===== config.mk =====
export PLATFORM = sky130hd
export DESIGN_NAME = cgra_ram_stream_reader
export DESIGN_NICKNAME = d
export VERILOG_FILES = /design/src/rtl/cgra_ram_stream_reader.sv
export SDC_FILE = /design/constraint.sdc
export NUM_CORES = 1
export LEC_CHECK = 0
export BUFFER_PORTS_ARGS = -buffer_cell sky130_fd_sc_hd__buf_2
export CORE_MARGIN = 2
export CORE_UTILIZATION = 60
export CTS_BUF_LIST = sky130_fd_sc_hd__clkbuf_4
export DETAILED_ROUTE_END_ITERATION = 16
export PLACE_DENSITY_LB_ADDON = 0.05
export SYNTH_ARGS = -nofsm -noshare
export SYNTH_HDL_FRONTEND = slang
export SYNTH_SLANG_ARGS = --single-unit

===== constraint.sdc =====
create_clock -name clk -period 4.6 [get_ports clk]
set_clock_uncertainty 0.2 [all_clocks]
set_input_delay 0.23 -clock clk [delete_from_list [all_inputs] [get_ports clk]]
set_output_delay 0.23 -clock clk [all_outputs]
set_load 0.01 [all_outputs]

===== src/rtl/cgra_ram_stream_reader.sv =====
// cgra_ram_stream_reader
//
// Streams a contiguous window of the CGRA subsystem's word RAM out as a
// valid/ready stream (e.g. config-bitstream words for the fabric). The RAM
// has a one-cycle registered read latency. That latency is hidden behind a
// small output FIFO. Reads are only issued when a FIFO slot is guaranteed
// for the returning word, so the FIFO can never overflow. With no
// backpressure the block sustains one word per cycle.
//
// Ports:
//   clk, rst_n           clock (rising edge), asynchronous active-low reset
//   start                one-cycle request, sampled only while idle
//   base_addr, length    first word address and word count, captured on start
//   busy                 high while a transfer is issuing or draining
//   done                 one-cycle pulse after the final word is accepted
//   ram_rd_en            RAM read enable
//   ram_rd_addr          RAM read address
//   ram_rd_data          RAM read data, valid the cycle after ram_rd_en
//   out_valid, out_data  output stream
//   out_last             marks the final word of a transfer
//   out_ready            output stream backpressure
//   checksum             XOR of the words accepted in the current transfer
//                        (only when CGRA_STREAM_CHECKSUM_EN is defined)
//
// Optional feature macro: CGRA_STREAM_CHECKSUM_EN

module cgra_ram_stream_reader #(
   parameter int WIDTH      = 32,
   parameter int DEPTH      = 512,
   parameter int ADDR_WIDTH = $clog2(DEPTH),
   parameter int LEN_WIDTH  = ADDR_WIDTH + 1,
   parameter int FIFO_DEPTH = 4
) (
   input  logic                  clk,
   input  logic                  rst_n,
   input  logic                  start,
   input  logic [ADDR_WIDTH-1:0] base_addr,
   input  logic [LEN_WIDTH-1:0]  length,
   output logic                  busy,
   output logic                  done,
   output logic                  ram_rd_en,
   output logic [ADDR_WIDTH-1:0] ram_rd_addr,
   input  logic [WIDTH-1:0]      ram_rd_data,
   output logic                  out_valid,
   output logic [WIDTH-1:0]      out_data,
   output logic                  out_last,
   input  logic                  out_ready
`ifdef CGRA_STREAM_CHECKSUM_EN
   ,
   output logic [WIDTH-1:0]      checksum
`endif
);

   localparam int FIFO_AW = (FIFO_DEPTH > 1) ? $clog2(FIFO_DEPTH) : 1;
   localparam int CNT_W   = $clog2(FIFO_DEPTH + 1);

   typedef enum logic [1:0] {
      IDLE,
      RUN,
      DRAIN
   } state_t;

   state_t                state;
   logic [ADDR_WIDTH-1:0] rd_ptr;
   logic [LEN_WIDTH-1:0]  issue_cnt;
   logic [LEN_WIDTH-1:0]  out_cnt;
   logic                  inflight;

   logic [WIDTH-1:0]      fifo_mem [FIFO_DEPTH];
   logic [FIFO_AW-1:0]    wr_idx;
   logic [FIFO_AW-1:0]    rd_idx;
   logic [CNT_W-1:0]      fifo_count;
   logic [CNT_W-1:0]      count_next;
   logic [CNT_W:0]        credit_sum;
   logic                  push;
   logic                  pop;
   logic                  can_issue;

   function automatic logic [ADDR_WIDTH-1:0] addr_inc(input logic [ADDR_WIDTH-1:0] a);
      return (a == ADDR_WIDTH'(DEPTH - 1)) ? '0 : a + 1'b1;
   endfunction

   function automatic logic [FIFO_AW-1:0] idx_inc(input logic [FIFO_AW-1:0] i);
      return (i == FIFO_AW'(FIFO_DEPTH - 1)) ? '0 : i + 1'b1;
   endfunction

   // The stream side is driven straight from the FIFO registers: valid while
   // anything is buffered, data is the head entry, and last is flagged when
   // the head is the final word still owed to the consumer.
   assign out_valid = (fifo_count != '0);
   assign out_data  = fifo_mem[rd_idx];
   assign out_last  = out_valid & (out_cnt == LEN_WIDTH'(1));

   // Credit check for the read issued in the next cycle. The word returning
   // this cycle (inflight) lands in the FIFO at this edge, and any pop leaves
   // it. The read being issued right now still needs a slot later. A new read
   // is allowed only if, after all of that, one more slot remains free.
   always_comb begin
      push       = inflight;
      pop        = out_valid & out_ready;
      count_next = fifo_count + CNT_W'(push) - CNT_W'(pop);
      credit_sum = {1'b0, count_next} + {{CNT_W{1'b0}}, ram_rd_en};
      can_issue  = (issue_cnt != '0) && (credit_sum < (CNT_W + 1)'(FIFO_DEPTH));
   end

   // Output FIFO: captures RAM data one cycle after each read and hands words
   // to the stream. Entries are cleared on reset so out_data reads zero.
   always_ff @(posedge clk or negedge rst_n) begin
      if (!rst_n) begin
         for (int i = 0; i < FIFO_DEPTH; i++) begin
            fifo_mem[i] <= '0;
         end
         wr_idx     <= '0;
         rd_idx     <= '0;
         fifo_count <= '0;
      end else begin
         if (push) begin
            fifo_mem[wr_idx] <= ram_rd_data;
            wr_idx           <= idx_inc(wr_idx);
         end
         if (pop) begin
            rd_idx <= idx_inc(rd_idx);
         end
         fifo_count <= count_next;
      end
   end

   // Transfer control. The first read is issued straight from IDLE, so the
   // RAM is addressed in the cycle right after start. Reads then continue in
   // RUN while credit allows. DRAIN waits for the consumer to take the last
   // word. inflight follows ram_rd_en by one cycle to mark the returning
   // word. Because reset clears it, data from a read in progress at reset is
   // never captured.
   always_ff @(posedge clk or negedge rst_n) begin
      if (!rst_n) begin
         state       <= IDLE;
         rd_ptr      <= '0;
         issue_cnt   <= '0;
         out_cnt     <= '0;
         inflight    <= 1'b0;
         busy        <= 1'b0;
         done        <= 1'b0;
         ram_rd_en   <= 1'b0;
         ram_rd_addr <= '0;
      end else begin
         done     <= 1'b0;
         inflight <= ram_rd_en;
         if (pop) begin
            out_cnt <= out_cnt - 1'b1;
         end
         case (state)
            IDLE: begin
               ram_rd_en <= 1'b0;
               if (start) begin
                  out_cnt <= length;
                  if (length == '0) begin
                     done      <= 1'b1;
                     rd_ptr    <= base_addr;
                     issue_cnt <= '0;
                  end else begin
                     busy        <= 1'b1;
                     ram_rd_en   <= 1'b1;
                     ram_rd_addr <= base_addr;
                     rd_ptr      <= addr_inc(base_addr);
                     issue_cnt   <= length - 1'b1;
                     state       <= (length == LEN_WIDTH'(1)) ? DRAIN : RUN;
                  end
               end
            end
            RUN: begin
               if (can_issue) begin
                  ram_rd_en   <= 1'b1;
                  ram_rd_addr <= rd_ptr;
                  rd_ptr      <= addr_inc(rd_ptr);
                  issue_cnt   <= issue_cnt - 1'b1;
                  if (issue_cnt == LEN_WIDTH'(1)) begin
                     state <= DRAIN;
                  end
               end else begin
                  ram_rd_en <= 1'b0;
               end
            end
            DRAIN: begin
               ram_rd_en <= 1'b0;
               if (pop && (out_cnt == LEN_WIDTH'(1))) begin
                  done  <= 1'b1;
                  busy  <= 1'b0;
                  state <= IDLE;
               end
            end
            default: begin
               state     <= IDLE;
               busy      <= 1'b0;
               ram_rd_en <= 1'b0;
            end
         endcase
      end
   end

`ifdef CGRA_STREAM_CHECKSUM_EN
   // Running XOR of accepted words. It restarts on every accepted start. It
   // holds after the last handshake, so it is final in the done cycle.
   always_ff @(posedge clk or negedge rst_n) begin
      if (!rst_n) begin
         checksum <= '0;
      end else if ((state == IDLE) && start) begin
         checksum <= '0;
      end else if (pop) begin
         checksum <= checksum ^ out_data;
      end
   end
`endif

endmodule


# ---- Word-level counts from Yosys, hierarchy flattened
# Cells that the tools add are included.
dict set report word_totals {
  word_cells 105
  regBits 179
  out_inout_bits 46
  input_bits 55
}
dict set report op_classes {
  bitwise 5
  n_eq_ne 14
  n_mux 44
  reduce_logical 12
  magnitude_cmp 4
  n_addsub 10
}
# operator count
set ops {}
lappend ops {{128-bit bitwise mux} 1}
lappend ops {{32-bit 2-to-1 mux} 3}
lappend ops {{9-bit 2-to-1 mux} 8}
lappend ops {{32-bit binary-select mux with 2-bit select} 1}
lappend ops {{32-bit demux with 2-bit select} 1}
lappend ops {{10-bit 2-to-1 mux} 6}
lappend ops {{9-bit one-hot mux with 2 select lines} 2}
lappend ops {{10-bit by 1-bit == test with 1-bit output, second input constant} 3}
lappend ops {{10-bit by 1-bit subtractor with 10-bit output, second input constant} 3}
lappend ops {{10-bit one-hot mux with 2 select lines} 1}
lappend ops {{9-bit by 1-bit adder with 9-bit output, second input constant} 2}
lappend ops {{9-bit == test, second input constant} 2}
lappend ops {{2-bit 2-to-1 mux} 8}
lappend ops {{10-bit logical NOT} 1}
lappend ops {{2-bit inequality test, second input constant} 5}
lappend ops {{10-bit nonzero test} 1}
lappend ops {{1-bit 2-to-1 mux} 9}
lappend ops {{4-bit AND reduction} 2}
lappend ops {{2-bit == test, second input constant} 3}
lappend ops {{3-bit >= comparator, second input constant} 2}
lappend ops {{2-bit NOT with 3-bit output} 2}
lappend ops {{2-bit one-hot mux with 3 select lines} 1}
lappend ops {{5-bit AND reduction} 1}
lappend ops {{2-bit by 1-bit adder with 2-bit output, second input constant} 2}
lappend ops {{15 further kinds} 19}

# ---- Logic depth before layout (Yosys ltp)
dict set report depth {
  depth_word 8
  ltp_mapped 12
  mapped_depth_nobuf 10
}

# ---- Least setup slack after synthesis
# No wires, ideal clock.
dict set report synth_path {
  path_type {flip-flop to flip-flop}
  from {reg fifo_count[1]}
  to {reg ram_rd_addr[0]}
  required_ns 4.275
  arrival_time_ns 2.943
  path_stages_with_launch 11
  synth_period_minus_slack_ns 3.268
  setup_time_ns 0.125
  path_buffers 0
  path_slack_ns 1.332
  path_cell_list {dfrtp_1 o31ai_1 mux2i_1 ha_1 inv_1 fa_1 xor3_1 a31oi_1 nand3_1 o21ai_2 mux2_2}
}
dict set report synth_between {
  elab_chain_cells 8
  word_cells_on_any_way 9
  cone_classes {add/sub (3); order compare (1); eq/ne (1); bitwise (1); reduce/logical (3)}
}
# item line_no
set synth_rtl {}
lappend synth_rtl {{start: declaration} 72} ;# logic [CNT_W-1:0] fifo_count;
lappend synth_rtl {{start signal: assignment} 124} ;# fifo_count <= count_next;
lappend synth_rtl {{branches (longest 2 deep; another with 3-bit by 1-bit adder with 3-bit output)} --}
lappend synth_rtl {{3-bit by 1-bit subtractor with 3-bit output (*)} 101} ;# count_next = fifo_count + CNT_W'(push) - CNT_W'(pop);
lappend synth_rtl {{net count_next[2]} 73} ;# logic [CNT_W-1:0] count_next;
lappend synth_rtl {{3-bit by 1-bit adder with 4-bit output (*)} 102} ;# credit_sum = {1'b0, count_next} + {{CNT_W{1'b0}}, ram_rd_en};
lappend synth_rtl {{4-bit by 3-bit < comparator with 1-bit output (*)} 103} ;# can_issue = (issue_cnt != '0) && (credit_sum < (CNT_W + 1)'(FIFO_DEPTH));
lappend synth_rtl {{1-bit logical AND (*)} 103}
lappend synth_rtl {{2-bit inequality test (no source line) (*)} --}
lappend synth_rtl {{4-bit AND reduction (no source line) (*)} --}
lappend synth_rtl {{end signal: assignment} 163} ;# ram_rd_addr <= base_addr;
lappend synth_rtl {{end signal: assignment} 173} ;# ram_rd_addr <= rd_ptr;
lappend synth_rtl {{end: declaration} 42} ;# output logic [ADDR_WIDTH-1:0] ram_rd_addr,
# Mark *: on every way through the listed nets, which the timed path passes.
# A chain may end at the register's enable or synchronous reset.

# ---- Final worst setup path
dict set report layout_path {
  from {reg fifo_count[1]}
  to {reg rd_ptr[2]}
}
dict set report layout_between {
  elab_chain_cells 8
  word_cells_on_any_way 9
  cone_classes {add/sub (3); order compare (1); eq/ne (1); bitwise (1); reduce/logical (3)}
}
# item line_no
set layout_rtl {}
lappend layout_rtl {{branches (longest 2 deep; another with 3-bit by 1-bit adder with 3-bit output)} --}
lappend layout_rtl {{3-bit by 1-bit subtractor with 3-bit output (*)} 101}
lappend layout_rtl {{net count_next[2]} 73}
lappend layout_rtl {{3-bit by 1-bit adder with 4-bit output (*)} 102}
lappend layout_rtl {{4-bit by 3-bit < comparator with 1-bit output (*)} 103}
lappend layout_rtl {{1-bit logical AND (*)} 103}
lappend layout_rtl {{2-bit inequality test (no source line) (*)} --}
lappend layout_rtl {{3-bit AND reduction (no source line) (*)} --}
lappend layout_rtl {{end signal: assignment} 158} ;# rd_ptr <= base_addr;
lappend layout_rtl {{end signal: assignment} 164} ;# rd_ptr <= addr_inc(base_addr);
lappend layout_rtl {{end signal: assignment} 174} ;# rd_ptr <= addr_inc(rd_ptr);
lappend layout_rtl {{end: declaration} 64} ;# logic [ADDR_WIDTH-1:0] rd_ptr;
# Marks and branches as above.

==> qor.txt <==
Status -> finished clean
FP Rows -> 44
Die H -> 125 µm
CP Data Arrival Time -> 3.83 ns
Slew Limit Fails -> 0
WL per Instance -> 18.2 µm
Mapped Nets -> 772
Drt drc -> 0
Pwr Density -> 696 nW/µm²
Final setup fails -> 0
Initial DRC count -> 404
Setup WS post-layout -> 1.05 ns
Slew at the pin with the worst max-slew slack -> 1.19 ns
HPWL Detailed -> 12.3 mm
Mapped Area -> 8790 µm²
NetSw -> 2640 µW
Area of the core -> 14400 µm²
# placed instances -> 953
Sw Ratio -> 36.9%
Setup WS pre-CTS -> 1.05 ns
Fin crit share -> 77.2%
Gr usage total -> 25.1%
Ys flop type -> dfrtp_1
IO Port Bufs -> 100
Reg2reg setup slack -> 1.05 ns
Seq/Total Area, Yosys -> 51.0%
Via density -> 5.92
Clock Pin Slew Worst Setup and Hold Paths -> 0.15 ns
Area growth syn-to-layout -> 16.9%
Pin count of the biggest net entering global routing -> 102
CTS tree -> yes
Share of layout cells above drive strength 1 -> 38.1%
Drt total wl -> 18.9 mm
Netlist cell types -> 54
Most frequent cells in the layout -> dfrtp_1 (178), mux2_2 (139), buf_2 (99)
Die area -> 15600 µm²
Clk sink count -> 179
Worst EP required -> 4.88 ns
CP Capture Type -> flip-flop
Origin of the critical flop-to-flop path -> fifo_count[1]
EDFF count, synth -> 0
Worst r2r dst -> rd_ptr[2]
Combinational power share -> 46.8%
Vias -> 6161
Worst Setup Start Kind -> flip-flop
Ports -> 101
Fin cells -> 1040
Root Buffer -> clkbuf_4
Minimum clock period -> 3.55 ns
P_int -> 4520 µW
First-pass GRT wire length -> 31.6 mm
Peak Freq -> 0.281 GHz
Gate count after technology mapping -> 700
Final setup TNS -> 0 ns
Die width -> 125 µm
Yosys warns -> 0
Final nets -> 915
Ys async rst share -> 100%
Initial antenna violation count -> 0
Unrepaired setup endpoints after global routing -> false
Final Power -> 7150 µW
Worst Setup SP -> fifo_count[1]
Antenna-violating nets left -> 0
Fin. Hold Viols -> 0
Critical path class -> reg -> reg
Slew Limit Headroom -> 20.6%
Crit path to -> rd_ptr[2]
Number of max-cap violations -> 0
ANT cells -> 0
Peak supply drop -> 0.385 mV
GPL Wtd Cong -> 0.908
Initial core utilization -> 60.9%
Clock Latency Late Sink -> 0.58 ns
Syn_area_per_cell -> 12.6 µm²
H-tree depth -> 4
1st-pass router iterations -> 4
Grt total ovfl -> 0
Num CTS Buffers -> 17
Clock buffer depth -> 2
Crit path max fanout -> 18
Worst hold path type -> in -> async
Synth Register Bits -> 179
Commonest non-fill, non-tap cell in the layout -> dfrtp_1
Worst r2r path cells -> 10
Leakage power -> 0.00443 µW
Post-CTS Resized -> 0
Clock power frac -> 12.8%
Fill cells -> 1021
Vias in the first global route -> 6374
Seq pwr share -> 40.4%
-- critical path, stage by stage (launching register included) --
cell and delay, ns:
dfrtp_1 0.46, o31ai_1 0.39, mux2i_1 0.14, ha_1 0.20, inv_1 0.07, fa_1 0.16
xor3_1 0.23, a31oi_1 0.45, a31o_1 0.62, o21ai_0 0.18, a221o_1 0.37
-- power by group through the flow --
stage                     sequential (µW)  combinational (µW)  clock (µW)
after floorplan                      2740                2580           0
after detailed placement             2930                3330           0
after CTS                            2890                3380         933
after global placement               2840                3220           0
final                                2890                3350         913
after global routing                 2990                3660         992
-- metal layers --
layer,part of all wire (%),global-route usage (%),up-vias
li1,-,-,2862
met1,44,34.0,3106
met2,50,42.7,167
met3,4.4,4.28,26
met4,1.2,6.73,0
met5,0,0,-
-- state kept, by name (all words and copies together) (netlist names) --
register     flops
busy             1
done             1
fifo_count       3
fifo_mem       128
inflight         1
issue_cnt       10
out_cnt         10
ram_rd_addr      9
ram_rd_en        1
rd_idx           2
rd_ptr           9
state            2
wr_idx           2
-- layout make-up --
| cell class | instances | area [µm²] | area share, % |
|---|---|---|---|
| multi-input cells | 472 | 4110 | 40.0 |
| repair buffers | 162 | 1110 | 10.8 |
| well taps | 184 | 230 | 2.24 |
| flip-flops and latches | 179 | 4480 | 43.6 |
| inverters | 11 | 41.3 | 0.402 |
| clock buffers | 17 | 128 | 1.24 |
| clock inverters | 15 | 175 | 1.71 |
-- through the flow --
| step | area, µm² | utilization, % | hold slack (ns) |
|---|---|---|---|
| final | 10300 | 71.2 | 0.0910 |
| after global routing | 10300 | 71.2 | 0.165 |
| after CTS | 10300 | 71.2 | 0.124 |
| after detailed placement | 9420 | 65.3 | 0.199 |
| after global placement | 9420 | 65.3 | 0.172 |
| after floorplan | 8790 | - | -0.266 |
-- timing repair --
action | CTS | global route
hold buffers | 55 | 0
hold endpoints to repair | 268 | 0
buffers inserted | 0 | 0
-- cells in the mapped netlist (all sizes together) (5+ instances only) --
cell | number | area, µm²
dfrtp | 179 | 4480
mux2 | 139 | 1570
nand2 | 65 | 244
nor2 | 38 | 143
o21ai | 37 | 189
mux4 | 32 | 721
buf | 24 | 115
ha | 16 | 200
nor3 | 16 | 85.1
a21oi | 14 | 70.1
clkbuf | 14 | 52.6
nand3 | 13 | 65.1
inv | 11 | 41.3
a31oi | 10 | 77.6
or4 | 8 | 63.8
xor2 | 8 | 70.1
and3 | 5 | 31.3
nor3b | 5 | 37.5
nor4 | 5 | 31.3
-- logic make-up (layout without fill, tap and decap cells) --
| kind of cell | after synthesis | in the layout | synth area share (%) |
|---|---|---|---|
| adder cells (fa/ha/maj) | 17 | 17 | 2.51 |
| AND/OR/NAND/NOR | 181 | 181 | 10.1 |
| multiplexers | 173 | 173 | 26.2 |
| buffers and inverters | 49 | 205 | 2.38 |
| AO/OA/AOI/OAI | 88 | 88 | 6.34 |
| XOR/XNOR | 13 | 13 | 1.47 |
| flip-flops | 179 | 179 | 51.0 |
-- worst min path at each step --
stage / from / endpoint / slack (ns) / depth (start not counted)
floorplan: rst_n / busy / -0.27 / 0
global placement: rst_n / fifo_mem[104] / 0.17 / 1
detailed placement: rst_n / fifo_mem[104] / 0.20 / 1
CTS: rst_n / fifo_mem[104] / 0.12 / 2
global route: rst_n / fifo_mem[40] / 0.17 / 2
finish: rst_n / fifo_mem[70] / 0.09 / 2
(Power assumes the default switching activity.)
